--- src/rtl/vga_sync_rx.sv ---
// Recovers pixel column/row and a visible flag from active-low hsync/vsync,
// and reports lock once sync edges repeatedly land where the mode expects.
module vga_sync_rx #(
  parameter int unsigned H_VISIBLE = 640,
  parameter int unsigned H_FRONT   = 16,
  parameter int unsigned H_SYNC    = 96,
  parameter int unsigned H_BACK    = 48,
  parameter int unsigned V_VISIBLE = 480,
  parameter int unsigned V_FRONT   = 10,
  parameter int unsigned V_SYNC    = 2,
  parameter int unsigned V_BACK    = 33
) (
  input  logic       clk,
  input  logic       reset,
  input  logic       hsync,
  input  logic       vsync,
  output logic [9:0] column,
  output logic [9:0] row,
  output logic       visible,
  output logic       locked
);

  localparam int unsigned CW      = 10;
  localparam int unsigned H_WHOLE = H_VISIBLE + H_FRONT + H_SYNC + H_BACK;
  localparam int unsigned V_WHOLE = V_VISIBLE + V_FRONT + V_SYNC + V_BACK;
  localparam int unsigned HS      = H_VISIBLE + H_FRONT;
  localparam int unsigned HE      = HS + H_SYNC;
  localparam int unsigned VS      = V_VISIBLE + V_FRONT;
  localparam int unsigned H_TO    = 2 * H_WHOLE;
  localparam int unsigned TW      = $clog2(H_TO);

  logic          hs_q;
  logic          vs_q;
  logic [1:0]    h_cnt;
  logic [1:0]    v_cnt;
  logic [TW-1:0] h_timer;
  logic [1:0]    v_wraps;

  logic          h_fall;
  logic          h_rise;
  logic          v_fall;
  logic          col_end;
  logic          row_end;
  logic          row_wrap;
  logic          h_timeout;
  logic [CW-1:0] column_n;
  logic [CW-1:0] row_n;
  logic [1:0]    h_cnt_n;
  logic [1:0]    v_cnt_n;
  logic [TW-1:0] h_timer_n;
  logic [1:0]    v_wraps_n;
  logic          locked_n;
  logic          visible_n;

  assign h_fall  = !hsync && hs_q;
  assign h_rise  = hsync && !hs_q;
  assign v_fall  = !vsync && vs_q;
  assign col_end = (column == CW'(H_WHOLE - 1));
  assign row_end = (row == CW'(V_WHOLE - 1));

  // Position counters: free-running, realigned on every sync falling edge.
  always_comb begin
    column_n = col_end ? '0 : column + CW'(1);
    row_n    = row;
    row_wrap = 1'b0;
    if (h_fall) begin
      column_n = CW'(HS);
    end
    if (v_fall) begin
      row_n = CW'(VS);
    end else if (!h_fall && col_end) begin
      if (row_end) begin
        row_n    = '0;
        row_wrap = 1'b1;
      end else begin
        row_n = row + CW'(1);
      end
    end
  end

  // Horizontal match counter with a two-line watchdog on hsync falls.
  always_comb begin
    h_timeout = !h_fall && (h_timer == TW'(H_TO - 1));
    h_timer_n = h_timer;
    if (h_fall) begin
      h_timer_n = '0;
    end else if (!h_timeout) begin
      h_timer_n = h_timer + TW'(1);
    end

    h_cnt_n = h_cnt;
    if (h_fall) begin
      if (column == CW'(HS - 1)) begin
        h_cnt_n = (h_cnt == 2'd2) ? 2'd2 : h_cnt + 2'd1;
      end else begin
        h_cnt_n = 2'd0;
      end
    end else if (h_rise && (column != CW'(HE - 1))) begin
      h_cnt_n = 2'd0;
    end
    if (h_timeout) begin
      h_cnt_n = 2'd0;
    end
  end

  // Vertical match counter; two row wraps with no vsync fall drop it.
  always_comb begin
    v_wraps_n = v_wraps;
    v_cnt_n   = v_cnt;
    if (v_fall) begin
      v_wraps_n = 2'd0;
      if ((row == CW'(VS - 1)) && col_end) begin
        v_cnt_n = (v_cnt == 2'd2) ? 2'd2 : v_cnt + 2'd1;
      end else begin
        v_cnt_n = 2'd0;
      end
    end else if (row_wrap) begin
      v_wraps_n = (v_wraps == 2'd2) ? 2'd2 : v_wraps + 2'd1;
      if (v_wraps != 2'd0) begin
        v_cnt_n = 2'd0;
      end
    end
  end

  assign locked_n  = (h_cnt_n == 2'd2) && (v_cnt_n == 2'd2);
  assign visible_n = locked_n && (column_n < CW'(H_VISIBLE)) && (row_n < CW'(V_VISIBLE));

  always_ff @(posedge clk) begin
    if (reset) begin
      hs_q    <= 1'b1;
      vs_q    <= 1'b1;
      column  <= '0;
      row     <= '0;
      h_cnt   <= 2'd0;
      v_cnt   <= 2'd0;
      h_timer <= '0;
      v_wraps <= 2'd0;
      locked  <= 1'b0;
      visible <= 1'b0;
    end else begin
      hs_q    <= hsync;
      vs_q    <= vsync;
      column  <= column_n;
      row     <= row_n;
      h_cnt   <= h_cnt_n;
      v_cnt   <= v_cnt_n;
      h_timer <= h_timer_n;
      v_wraps <= v_wraps_n;
      locked  <= locked_n;
      visible <= visible_n;
    end
  end

endmodule

--- config.mk ---
export PLATFORM = sky130hd
export DESIGN_NAME = vga_sync_rx
export DESIGN_NICKNAME = d
export VERILOG_FILES = /design/src/rtl/vga_sync_rx.sv
export SDC_FILE = /design/constraint.sdc
export NUM_CORES = 1
export LEC_CHECK = 0
export BUFFER_PORTS_ARGS = -buffer_cell sky130_fd_sc_hd__clkbuf_2
export CORE_AREA = 3 3 63 65
export DETAILED_ROUTE_END_ITERATION = 12
export DIE_AREA = 0 0 66 68
export GPL_TIMING_DRIVEN = 0
export PLACE_DENSITY = 0.8
export SLEW_MARGIN = 15
export SYNTH_ARGS = -nofsm -noshare
export SYNTH_HDL_FRONTEND = slang
export SYNTH_SLANG_ARGS = --single-unit
--- constraint.sdc ---
create_clock -name clk -period 6.4 [get_ports clk]
set_clock_uncertainty 0.1 [all_clocks]
set_input_delay 1.28 -clock clk [delete_from_list [all_inputs] [get_ports clk]]
set_output_delay 1.28 -clock clk [all_outputs]
set_load 0.1 [all_outputs]
# Word-level counts from Yosys, hierarchy flattened
# Index checks and enable logic that the tools add are counted.
[totals]
register_bits = 41
input_bits = 4
output_inout_bits = 22
wordCells = 65
[classes]
n_addsub = 6
n_lt_le_gt_ge = 2
n_eq_ne = 11
n_mux = 19
n_reduce_logical = 17
[ops]
columns = ["operator", "n"]
rows = [
  ["10-bit 2-to-1 mux", 5],
  ["10-bit equality test (second input constant)", 3],
  ["2-bit 2-to-1 mux", 11],
  ["10-bit by 1-bit adder with 10-bit output (second input constant)", 2],
  ["11-bit by 1-bit adder with 11-bit output (second input constant)", 1],
  ["11-bit equality test (second input constant)", 1],
  ["10-bit by 9-bit equality test with 1-bit output (second input constant)", 1],
  ["2-bit equality test (second input constant)", 5],
  ["1-bit logical AND", 10],
  ["10-bit less-than comparator (second input constant)", 1],
  ["10-bit by 9-bit less-than comparator with 1-bit output (second input constant)", 1],
  ["10-bit inequality test (second input constant)", 1],
  ["2-bit by 1-bit adder with 2-bit output (second input constant)", 3],
  ["1-bit zero test", 4],
  ["2-bit OR reduction", 2],
  ["1-bit 2-to-1 mux", 3],
  ["2-bit nonzero test", 1],
]

# Logic depth before layout (Yosys ltp)
# Gate-level depths: netlist (run 1).
[depth]
depth_word = 12
mapped_depth = 8
ltp_nobuf = 8

# Worst setup path after synthesis (run 1)
# OpenSTA, ideal clock, no wires.
[synth_timing]
path_type = "register to register"
startpoint = "register column[0]"
endpoint = "register visible"
setup_time_ns = 0.059
arrival_time_ns = 2.748
required_ns = 6.241
slack_ns = 3.493
stages_incl_launch_ff = 9
n_path_buf = 1
synth_period_minus_slack_ns = 2.907
path_cell_list = "dfxtp_1 > ha_1 > and4_1 > buf_6 > nand4_4 > or4_4 > a21oi_2 > and4_4 > o311a_1"
[synth_between]
elab_chain_len = 10
elab_cells_between_ends = 27
cone_classes = "add/sub (1); order compare (2); eq/ne (5); mux (13); reduce/logical (6)"
[synth_rtl]
columns = ["element", "line", "text"]
rows = [
  ["from (decl)", "17", "output logic [9:0] column,"],
  ["from (signal assigned)", "143", "column <= column_n;"],
  ["branches (longest 9 deep; another with 10-bit by 1-bit adder with 10-bit output)", "n/a", ""],
  ["1-bit logical AND (*)", "126", "assign visible_n = locked_n && (column_n < CW'(H_VISIBLE)) && (row_n < CW'(V_VISIBLE));"],
  ["to (signal assigned)", "150", "visible <= visible_n;"],
  ["to (decl)", "19", "output logic visible,"],
]
# Mark *: on every way between the ends.
# A chain may end at the register's enable or synchronous reset.

# Worst setup path after layout (run 1)
[layout_timing]
startpoint = "register column[6]"
endpoint = "output column[6]"
# No word-level cell between the ends.

==> metrics.md, run 1 <==
| Metric | Value |
|---|---|
| Leakage | 0.000906 uW |
| CTS tree | built |
| Total CTS buffers | 5 |
| Seq/Total Area, Yosys | 39.9% |
| Final Hold Vio Count | 0 |
| Setup Viol. Count Final | 0 |
| Run status | completed |
| Timing-limited maximum frequency | 356 MHz |
| Layout cells sized above 1 | 16.8% |
| Worst hold path type | reg -> reg |
| Root buf cell | clkbuf_4 |
| Pins Over Slew Limit | 0 |
| CP Class | reg -> out |
| Max clock buf depth | 2 |
| Relative slew slack | ~64% |
| Yosys warns | 0 |
| Remaining DRCs | 0 |
| Critical-path cell list | clkbuf_2 |
| Power Dens Cells | 213 nW/um^2 |
| Core Rows | 21 |
| Post-synth EDFFs | 0 |
| Worst Setup End Kind | output port |
| Asr flop ratio synth | 0% |
| Final worst slack | 3.59 ns |
| Worst vdd ir | 0.000145 V |
| Reg clk slew, reported paths | 0.13 ns |
| Min Clock Period, post-route | around 2.8 ns |
| WP data arrival | 1.43 ns |
| Total Nets Final | 280 |
| Largest stage delay, worst path | 0.54 ns |
| Prevailing post-synth register cell | dfxtp_1 |
| DRT Pass-1 Iters | 4 |
| CORE AREA | about 3400 um^2 |
| Critical-path top delay cell | dfxtp_1 |
| DIE AREA | 4490 um^2 |
| Chip Height | 68 um |
| Clk Latency, worst-skew pair | between 0.3 and 0.4 ns |
| # IOs | 26 |
| Post-CTS Setup Bufs | 0 |
| DP Wirelength | 3080 um |
| Area of the multi-input gates | roughly 1100 um^2 |
| Layout Area Growth over Synthesis | 12.3% |
| Worst slack, placed | between 3 and 4 ns |
| Syn Inst Count | approximately 240 |
| Synth cell types | 48 |
| Antenna violations before repair | 0 |
| Post-cts sizing count | 0 |
| PortBufs | 25 |
| Unrepaired setup endpoints after global routing | false |
| Pin count of the biggest net entering global routing | 13 |
| Vias/cell | between 5 and 6 |
| Fin crit share | 43.9% |
| Number of max-cap violations | 0 |
| RD Place Congestion | 0.853 |
| Ant diodes | 0 |
| Synthesized area | 2060 um^2 |
| Worst Tran Pin Value | 0.531 ns |
| Reg area | 821 um^2 |
| DR WL/cell | 13.3 um |
| TNS Setup | 0 ns |
| CP max FO | 8 |
| Hold buffers post-CTS | 0 |
| Starting Density | 60.7% |
| Worst Path Buf+Inv | 1 |
| Fillers | 288 |
| Via count | 1748 |
| Crit path required time | between 5 and 6 ns |
| Setup crit start kind | flip-flop |
| First-pass GRT wire length | 7140 um |
| Die width | 66 um |
| Congestion Overflow GR | 0 |
| Syn_nets | 248 |
| Top delay family on crit path | flip-flops |
| Yosys reg bits | 41 |
| Iter 0 DRT Violations | 84 |
| Syn_area_per_cell | approximately 8.8 um^2 |
| H-Tree Depth | 2 |
| Detailed Route WL | between 4000 and 5000 um |
| Number of global-route vias before repair | around 1.7k |
| Antenna viol nets, final | 0 |
| CTS Sinks | 41 |
| Gr usage total | between 20% and 30% |
[per-stage QoR]
stage	total power [uW]	std cells	util (%)	hold WS, ns	area, um^2
after floorplan	334	235	-	0.350	2060
after global placement	347	306	66.1	0.341	2240
after detailed placement	348	306	66.1	0.365	2240
after CTS	495	314	68.1	0.383	2310
after global routing	510	314	68.1	0.398	2310
final	491	314	68.1	0.390	2310
[final cells by class]
type,count,area share (%)
buffer,8,1.73
tap,46,2.49
multi-input combinational,173,49.7
inverter,13,2.11
sequential,41,35.5
timing repair buffer,25,5.42
clock buffer,7,2.82
clock inverter,1,0.217
[placed cells by master, fill, tap and decap left out, types with 3 or more instances in the layout]
cell type	count
xor2_1	12
nand3_1	8
nand2_1	14
and4_1	3
xnor2_1	9
ha_1	9
and3_1	7
o21ai_0	6
nor2b_1	3
nand4_1	9
nor3_1	9
clkbuf_2	25
clkbuf_4	5
dfxtp_1	41
nor2_1	28
clkbuf_1	5
nand3b_1	3
inv_1	13
nand2b_1	4
a21oi_1	14
[metal layers]
metal / track usage (%) / wire length (um) / vias to the layer above
li1: - / - / 895
met1: 25.1 / 1940 / 803
met2: 35.2 / 1980 / 42
met3: 4.11 / 171 / 8
met4: 11.4 / 89 / 0
met5: 0 / 0 / -
[report_power, final]
part | switching (uW) | internal [uW] | leakage (uW) | total [uW]
sequential | 9.37 | 262 | 0.000334 | 271
combinational | 56.3 | 14.6 | 0.000531 | 70.9
clock | 85.3 | 63.7 | 0.0000413 | 149
total | 151 | 340 | 0.000906 | 491
[Yosys cell counts, drive strengths merged (2+ instances only)]
cell,count,area share [%]
xnor2,9,3.8
a31oi,2,0.61
or4,2,0.91
o311a,2,0.97
and4,4,1.8
clkbuf,5,0.91
a21o,2,0.73
o21ai,6,1.5
buf,3,1.0
nand4,10,3.8
nor2,29,5.4
nand3b,3,1.1
nor4b,2,0.85
dfxtp,41,40
nand2,14,2.6
nand4b,2,1.6
a21oi,15,3.8
nor4,2,0.61
nor3,9,2.2
nor2b,3,0.91
ha,9,5.5
nand3,8,1.9
and3,7,2.1
xor2,12,5.1
nand2b,4,1.2
inv,13,2.4
and2,2,0.61
or2,2,0.61
[path summary, 6_finish.rpt]
| path | startpoint | end | slack, ns | depth (start not counted) |
|---|---|---|---|---|
| worst max-delay path | column[6]$_SDFF_PP0_ | column[6] | 3.59 | 1 |
| worst min-delay path | v_wraps[0]$_SDFFE_PP0N_ | v_wraps[0]$_SDFFE_PP0N_ | 0.39 | 2 |
| worst max register to register | column[0]$_SDFF_PP0_ | visible$_SDFF_PP0_ | 3.87 | 7 |
| worst min register to register | v_wraps[0]$_SDFFE_PP0N_ | v_wraps[0]$_SDFFE_PP0N_ | 0.39 | 2 |
[kinds of logic (layout without fill, tap and decap cells)]
family	Yosys count	after routing	share of synthesized area (%)
adder cells (fa/ha/maj)	9	9	5.47
buffers and inverters	21	54	4.32
AO/OA/AOI/OAI	36	36	11.5
XOR/XNOR	21	21	8.94
AND/OR/NAND/NOR	107	107	29.9
flip-flops	41	41	39.9
[state kept, by name (all words and copies together), names as in the netlist]
name     cells
h_cnt        2
column      10
hs_q         1
v_wraps      2
h_timer     11
visible      1
locked       1
vs_q         1
row         10
v_cnt        2
No activity file was read; power rests on OpenSTA's default activity.
==> run 2, diff against run 1 <==
--- a/config.mk
+++ b/config.mk
@@ -5,12 +5,13 @@
 export SDC_FILE = /design/constraint.sdc
 export NUM_CORES = 1
 export LEC_CHECK = 0
+export ABC_AREA = 1
 export BUFFER_PORTS_ARGS = -buffer_cell sky130_fd_sc_hd__clkbuf_2
-export CORE_AREA = 3 3 63 65
+export CORE_AREA = 3 3 71 73
 export DETAILED_ROUTE_END_ITERATION = 12
-export DIE_AREA = 0 0 66 68
+export DIE_AREA = 0 0 74 76
 export GPL_TIMING_DRIVEN = 0
-export PLACE_DENSITY = 0.8
+export PLACE_DENSITY = 0.74
 export SLEW_MARGIN = 15
 export SYNTH_ARGS = -nofsm -noshare
 export SYNTH_HDL_FRONTEND = slang
==> constraint.sdc (replaced) <==
create_clock -name clk -period 2.3 [get_ports clk]
set_clock_uncertainty 0.1 [all_clocks]
set_input_delay 0.46 -clock clk [delete_from_list [all_inputs] [get_ports clk]]
set_output_delay 0.46 -clock clk [all_outputs]
set_load 0.1 [all_outputs]
==> run 2 against run 1 <==
  * Synthesized cell count increased by 44%
  * Synthesized area up 13%
  * Critical path depth is 9 higher
  * Final cell count grew 35%
  * Worst hold slack got worse by 0.14 ns
  * Clock power grew to 4.1 times the previous value
  * Sequential power rose to 2.8 times the previous value
  * Worst setup slack got worse by 3.2 ns
  * Sequential share of layout area down 4.2 points
  * Utilization down 8.6 points
  * Sequential cell count did not move
==> metrics.md, run 2 <==
| Metric | Value |
|---|---|
| TNS Setup | 0 ns (unchanged) |
| Asr flop ratio synth | 0% (unchanged) |
| Relative slew slack | 64.0% (-0.17 points) |
| Largest register FFs | 11 (unchanged) |
| Max clock buf depth | 2 (unchanged) |
| Starting Density | 52.6% (-8.1 points) |
| CP max FO | 7 (-1) |
| DR WL/cell | 11.0 um (-18%) |
| Yosys warns | 0 (unchanged) |
| Die width | 74 um (+12%) |
| Core Rows | 24 (+14%) |
| Multiplexer share of the synthesized area | 0% (unchanged) |
| Top post-synthesis cells by area | dfxtp_1, nand2_1, nor2_1 |
| Adder-cell share of the synthesized area | 4.85% (-0.62 points) |
| Most frequent cells in the layout | nand2_1, nor2_1, inv_1 |
| Number of max-cap violations | 0 (unchanged) |
| Number of global-route vias before repair | 1891 (+13%) |
| Synth top area share | 35.4% (-4.5 points) |
| Timing-limited maximum frequency | 523 MHz |
| Ant diodes | 0 (unchanged) |
| Pin count of the biggest net entering global routing | 14 (+1) |
| H-Tree Depth | 2 (unchanged) |
| Reg area | 825 um^2 (+0.46%) |
| Cell accounting for the most synthesized area | dfxtp_1 |
| Synth Area in XOR/XNOR | 3.40% (-5.5 points) |
| DRT Pass-1 Iters | 4 (unchanged) |
| Syn Inst Count | 339 (+44%) |
| Setup crit start kind | flip-flop |
| Worst Setup End Kind | flip-flop |
| Via count | 2100 (+20%) |
| Setup Viol. Count Final | 0 (unchanged) |
| Iter 0 DRT Violations | 248 (+200%) |
| Layout cells sized above 1 | 17.5% (+0.73 points) |
| Worst vdd ir | 0.000403 V (+180%) |
| Root buf cell | clkbuf_8 |
| Reg clk slew, reported paths | 0.08 ns (-0.05 ns) |
| WP data arrival | 2.00 ns (+0.57 ns) |
| CTS tree | built |
| Commonest cells in the netlist | nand2_1, nor2_1, inv_1 |
| Run status | completed |
| Simple-gate share of the synthesized area | 36.9% (+7.1 points) |
| Congestion Overflow GR | 0 (unchanged) |
| DIE AREA | 5620 um^2 (+25%) |
| Worst Tran Pin Value | 0.542 ns (+0.0119 ns) |
| Crit path required time | 2.38 ns (-2.64 ns) |
| CP Class | reg -> reg |
| Post-synthesis compound-gate area fraction | 9.06% (-2.4 points) |
| PortBufs | 24 (-4.0%) |
| Worst hold path type | in -> reg |
| Largest regs | h_timer (11), column (10), row (10) |
| Post-synth EDFFs | 0 (unchanged) |
| # IOs | 26 (unchanged) |
| Fin crit share | 83.1% |
| Pins Over Slew Limit | 0 (unchanged) |
| Antenna viol nets, final | 0 (unchanged) |
| Remaining DRCs | 0 (unchanged) |
| Detailed Route WL | 4640 um (+11%) |
| Leakage | 0.00124 uW (+37%) |
| Layout Area Growth over Synthesis | 13.3% |
| RD Place Congestion | 0.903 (+5.8%) |
| Synthesized area | 2320 um^2 (+13%) |
| Count leader, synth | nand2_1 |
| Yosys reg bits | 41 (unchanged) |
| Vias/cell | 4.96 (-11%) |
| Fillers | 437 (+52%) |
| Main combinational cell family by area after synthesis | simple AND/OR/NAND/NOR gates |
| Syn_nets | 352 (+42%) |
| Commonest non-fill, non-tap cell in the layout | nand2_1 |
| Chip Height | 76 um (+12%) |
| Total CTS buffers | 5 (unchanged) |
| Unrepaired setup endpoints after global routing | false |
| Post-cts sizing count | 0 (unchanged) |
| Hold buffers post-CTS | 0 (unchanged) |
| CTS Sinks | 41 (unchanged) |
| Final Hold Vio Count | 0 (unchanged) |
| Gr usage total | 17.8% (-3.1 points) |
| First-pass GRT wire length | 8180 um (+15%) |
| Clk Latency, worst-skew pair | 0.29 ns (-0.08 ns) |
| CORE AREA | 4410 um^2 (+30%) |
| Min Clock Period, post-route | 1.91 ns |
| Total Nets Final | 383 (+37%) |
| Prevailing post-synth register cell | dfxtp_1 |
| Seq/Total Area, Yosys | 35.4% (-4.5 points) |
| Post-layout util | 59.6% (-8.6 points) |
| Most flop-heavy register | h_timer |
| DP Wirelength | 3520 um (+14%) |
| Post-CTS Setup Bufs | 0 (unchanged) |
| Area of the multi-input gates | 1260 um^2 (+9.7%) |
| Power Dens Cells | 610 nW/um^2 (+190%) |
| Synth cell types | 32 (-33%) |
| Antenna violations before repair | 0 (unchanged) |
| Syn_area_per_cell | 6.85 um^2 (-22%) |
==> run 2: cell count changes after synthesis, moves of 7 or more <==
cell	change
nor2_1	+24
inv_2	+7
and3_1	-7
inv_1	+37
nand3_1	+12
nand2_1	+64
xnor2_1	-7
==> run 2: stage by stage <==
step                power, uW  hold WS, ns  cell area [um^2]  worst slack (ns)  std cells
finish                   1610        0.254              2630             0.388        423
floorplan                 969        0.348              2320           0.00770        339
global route             1670        0.269              2630             0.159        423
global placement         1010        0.358              2510             0.398        415
CTS                      1620        0.246              2630             0.384        423
detailed placement       1010        0.364              2510             0.408        415
==> run 2: layout make-up <==
cell class	count	area share (%)
inverter	57	8.14
clock inverter	2	1.43
clock buffer	6	3.14
buffer	4	1.05
sequential	41	31.4
timing repair buffer	24	4.57
tap	52	2.47
multi-input combinational	237	47.9
==> run 2: report_power, final <==
group	internal (uW)	switching, uW	leakage, uW
sequential	731	24.3	0.000336
clock	353	258	0.0000574
combinational	49.4	189	0.000847
==> run 2: kinds of logic after synthesis <==
group	count (synthesis)
AOI/OAI and AO/OA	35
buffers and inverters	61
adders and majority gates	9
xor gates and xnor gates	9
DFF	41
and+or+nand+nor	184
==> run 2: path summary, 6_finish.rpt <==
path              slack [ns]                    to  cells past startpoint                  from
setup / recovery        0.39    visible$_SDFF_PP0_                     10  column[0]$_SDFF_PP0_
hold / removal          0.25       vs_q$_SDFF_PP1_                      3                 vsync
setup reg to reg        0.39    visible$_SDFF_PP0_                     10  column[0]$_SDFF_PP0_
hold reg to reg         0.38  column[0]$_SDFF_PP0_                      1  column[0]$_SDFF_PP0_
==> run 2: routing by layer <==
metal | routed length [um] | part of all wire [%] | up-vias | track usage [%]
li1 | - | - | 1134 | -
met4 | 53 | 1.1 | 0 | 5.25
met3 | 174 | 3.8 | 6 | 4.09
met2 | 2100 | 45 | 51 | 27.3
met1 | 2310 | 50 | 909 | 24.6
met5 | 0 | 0 | - | 0
==> run 2: worst max-delay path, cell delays in order, from the launching register on <==
cell      delay (ns)
dfxtp_2         0.39
ha_1            0.22
nand3_1         0.16
inv_2           0.12
nand3_2         0.10
nor2_2          0.18
o211ai_1        0.11
o211ai_1        0.13
nand2_1         0.08
nor2_1          0.15
nor2_1          0.08
==> run 3, diff against run 2 <==
--- a/config.mk
+++ b/config.mk
@@ -7,11 +7,11 @@
 export LEC_CHECK = 0
 export ABC_AREA = 1
 export BUFFER_PORTS_ARGS = -buffer_cell sky130_fd_sc_hd__clkbuf_2
-export CORE_AREA = 3 3 71 73
+export CORE_AREA = 3 3 68 70
 export DETAILED_ROUTE_END_ITERATION = 12
-export DIE_AREA = 0 0 74 76
+export DIE_AREA = 0 0 71 73
 export GPL_TIMING_DRIVEN = 0
-export PLACE_DENSITY = 0.74
+export PLACE_DENSITY = 0.77
 export SLEW_MARGIN = 15
 export SYNTH_ARGS = -nofsm -noshare
 export SYNTH_HDL_FRONTEND = slang
==> constraint.sdc (replaced) <==
create_clock -name clk -period 1.82 [get_ports clk]
set_clock_uncertainty 0.1 [all_clocks]
set_input_delay 0.364 -clock clk [delete_from_list [all_inputs] [get_ports clk]]
set_output_delay 0.364 -clock clk [all_outputs]
set_load 0.1 [all_outputs]
==> run 3 against run 2 <==
  * Power up 15%
  * First-iteration DRC count down 41%
  * Die area down 7.8%
  * Final area up 5.2%
  * Largest cell class unchanged
  * Final cell count up 1.4%
  * Worst hold slack worse by 0.10 ns
  * Highest routed layer unchanged
  * Global-route usage up 3.0 points
  * Critical path depth up 1
  * Worst setup slack worse by 0.30 ns
  * Utilization up 9.1 points
  * Largest power group unchanged
==> metrics.md, run 3 (synthesis gave the netlist of run 2 again) <==
| Metric | Value |
|---|---|
| DP Wirelength | 3710 um (+5.5%) |
| Layout Area Growth over Synthesis | 19.2% |
| DR WL/cell | 11.8 um (+7.3%) |
| Worst Tran Pin Value | 0.562 ns (+0.0195 ns) |
| Remaining DRCs | 0 (unchanged) |
| Largest stage delay, worst path | 0.37 ns (-0.02 ns) |
| Ant diodes | 0 (unchanged) |
| Via count | 2215 (+5.5%) |
| Fin crit share | 95.2% (+12 points) |
| Clk Latency, worst-skew pair | 0.30 ns (about the same) |
| Timing-limited maximum frequency | 577 MHz (+10%) |
| CORE AREA | 4030 um^2 (-8.7%) |
| RD Place Congestion | 0.883 (-2.2%) |
| Worst slack, placed | 0.00523 ns (-0.403 ns) |
| Pin count of the biggest net entering global routing | 13 (-1) |
| Layout cells sized above 1 | 25.9% (+8.3 points) |
| Setup Viol. Count Final | 0 (unchanged) |
| Leakage | 0.00129 uW (+4.1%) |
| Commonest non-fill, non-tap cell in the layout | nand2_1 |
| CTS tree | built |
| Core Rows | 23 (-4.2%) |
| H-Tree Depth | 2 (unchanged) |
| Largest regs | h_timer (11), column (10), row (10) |
| Antenna violations before repair | 0 (unchanged) |
| Top delay family on crit path | simple AND/OR/NAND/NOR gates |
| Gr usage total | 20.8% (+3.0 points) |
| # IOs | 26 (unchanged) |
| Final worst slack | 0.0870 ns (-0.301 ns) |
| WP data arrival | 1.87 ns (-0.13 ns) |
| Setup crit start kind | flip-flop |
| Detailed Route WL | 5050 um (+8.9%) |
| Die width | 71 um (-4.1%) |
| Largest register FFs | 11 (unchanged) |
| CTS Sinks | 41 (unchanged) |
| Placed Instances | 413 (-0.48%) |
| Number of global-route vias before repair | 2024 (+7.0%) |
| CP max FO | 5 (-2) |
| Congestion Overflow GR | 0 (unchanged) |
| Fillers | 350 (-20%) |
| Worst hold path type | in -> reg |
| PortBufs | 24 (unchanged) |
| Post-layout util | 68.7% (+9.1 points) |
| CP Class | reg -> reg |
| Unrepaired setup endpoints after global routing | true |
| Critical-path top delay cell | dfxtp_4 |
| Total Nets Final | 391 (+2.1%) |
| DRT Pass-1 Iters | 4 (unchanged) |
| Root buf cell | clkbuf_8 |
| Iter 0 DRT Violations | 146 (-41%) |
| Vias/cell | 5.16 (+4.0%) |
| Antenna viol nets, final | 0 (unchanged) |
| Min Clock Period, post-route | 1.73 ns (-0.179 ns) |
| Relative slew slack | 62.7% (-1.3 points) |
| Reg clk slew, reported paths | 0.08 ns (about the same) |
| Run status | completed |
| Final Hold Vio Count | 0 (unchanged) |
| DIE AREA | 5180 um^2 (-7.8%) |
| Worst Path Buf+Inv | 1 (unchanged) |
| Starting Density | 57.6% (+5.0 points) |
| Total CTS buffers | 5 (unchanged) |
| Most flop-heavy register | h_timer |
| Chip Height | 73 um (-3.9%) |
| Critical-path cell list | ha_4 > nand2_4 > nor2_8 > nand3_4 > buf_12 > nor2_2 > xor2_1 > nand2_1 > nand2_1 > nor2_2 > nor2_1 |
| Worst Setup End Kind | flip-flop |
| Power Dens Cells | 669 nW/um^2 (+9.7%) |
| Worst vdd ir | 0.000487 V (+21%) |
| TNS Setup | 0 ns (unchanged) |
| Pins Over Slew Limit | 0 (unchanged) |
| Max clock buf depth | 2 (unchanged) |
| Crit path required time | 1.95 ns (-0.43 ns) |
| Number of max-cap violations | 0 (unchanged) |
| Final Instance Count excl. Fillers | 429 (+1.4%) |
| First-pass GRT wire length | 8660 um (+5.8%) |
| Most frequent cells in the layout | nand2_1, inv_1, nor2_1 |
==> run 3: through the flow <==
step,hold WS [ns],instance area (um^2),power [uW]
after CTS,0.151,2650,1860
after floorplan,0.348,2380,1220
after detailed placement,0.367,2560,1280
final,0.152,2770,1850
after global routing,0.170,2770,1930
after global placement,0.361,2560,1270
==> run 3: worst paths after layout <==
kind / start / endpoint / slack, ns / cells past startpoint
worst max-delay path: column[0]$_SDFF_PP0_ / visible$_SDFF_PP0_ / 0.09 / 11
worst min-delay path: vsync / vs_q$_SDFF_PP1_ / 0.15 / 3
worst max register to register: column[0]$_SDFF_PP0_ / visible$_SDFF_PP0_ / 0.09 / 11
worst min register to register: h_timer[0]$_SDFFE_PP0N_ / h_timer[0]$_SDFFE_PP0N_ / 0.38 / 2
==> run 3: cell type report <==
type | count | area (um^2) | area share, %
Multi-Input combinational cell | 237 | 1320 | 47.6
Sequential cell | 41 | 870 | 31.4
Inverter | 57 | 216 | 7.82
Timing Repair Buffer | 32 | 193 | 6.96
Clock buffer | 6 | 72.6 | 2.62
Tap cell | 50 | 62.6 | 2.26
Buffer | 4 | 27.5 | 0.995
Clock inverter | 2 | 10.0 | 0.362
==> run 3: worst register-to-register path, delay by kind of cell, from the launching register on <==
family / cells / cell delay [ns]
simple gates: 8 / 0.75
flops: 1 / 0.37
fa+ha+maj: 1 / 0.17
buf+inv: 1 / 0.16
xor+xnor: 1 / 0.15
==> run 3: power by group <==
| part | internal (uW) | switching [uW] | total (uW) | leakage, uW |
|---|---|---|---|---|
| sequential | 919 | 31.7 | 951 | 0.000345 |
| clock | 266 | 320 | 586 | 0.0000450 |
| combinational | 69.5 | 246 | 316 | 0.000901 |
| total | 1250 | 598 | 1850 | 0.00129 |
==> run 3: repair_timing <==
action / CTS / global route
cloned: 0 / 0
hold buffers: 0 / 0
setup buffers: 0 / 8
pin swaps: 0 / 13
resized for setup: 1 / 12
endpoints found under the setup margin: 1 / 2
==> run 3: routing by layer <==
layer | up-vias | GRT usage (%) | routed length [um]
met5 | - | 0 | 0
met4 | 0 | 9.81 | 70
met3 | 7 | 3.72 | 233
met2 | 47 | 34.9 | 2460
met1 | 1010 | 26.0 | 2280
li1 | 1151 | - | -
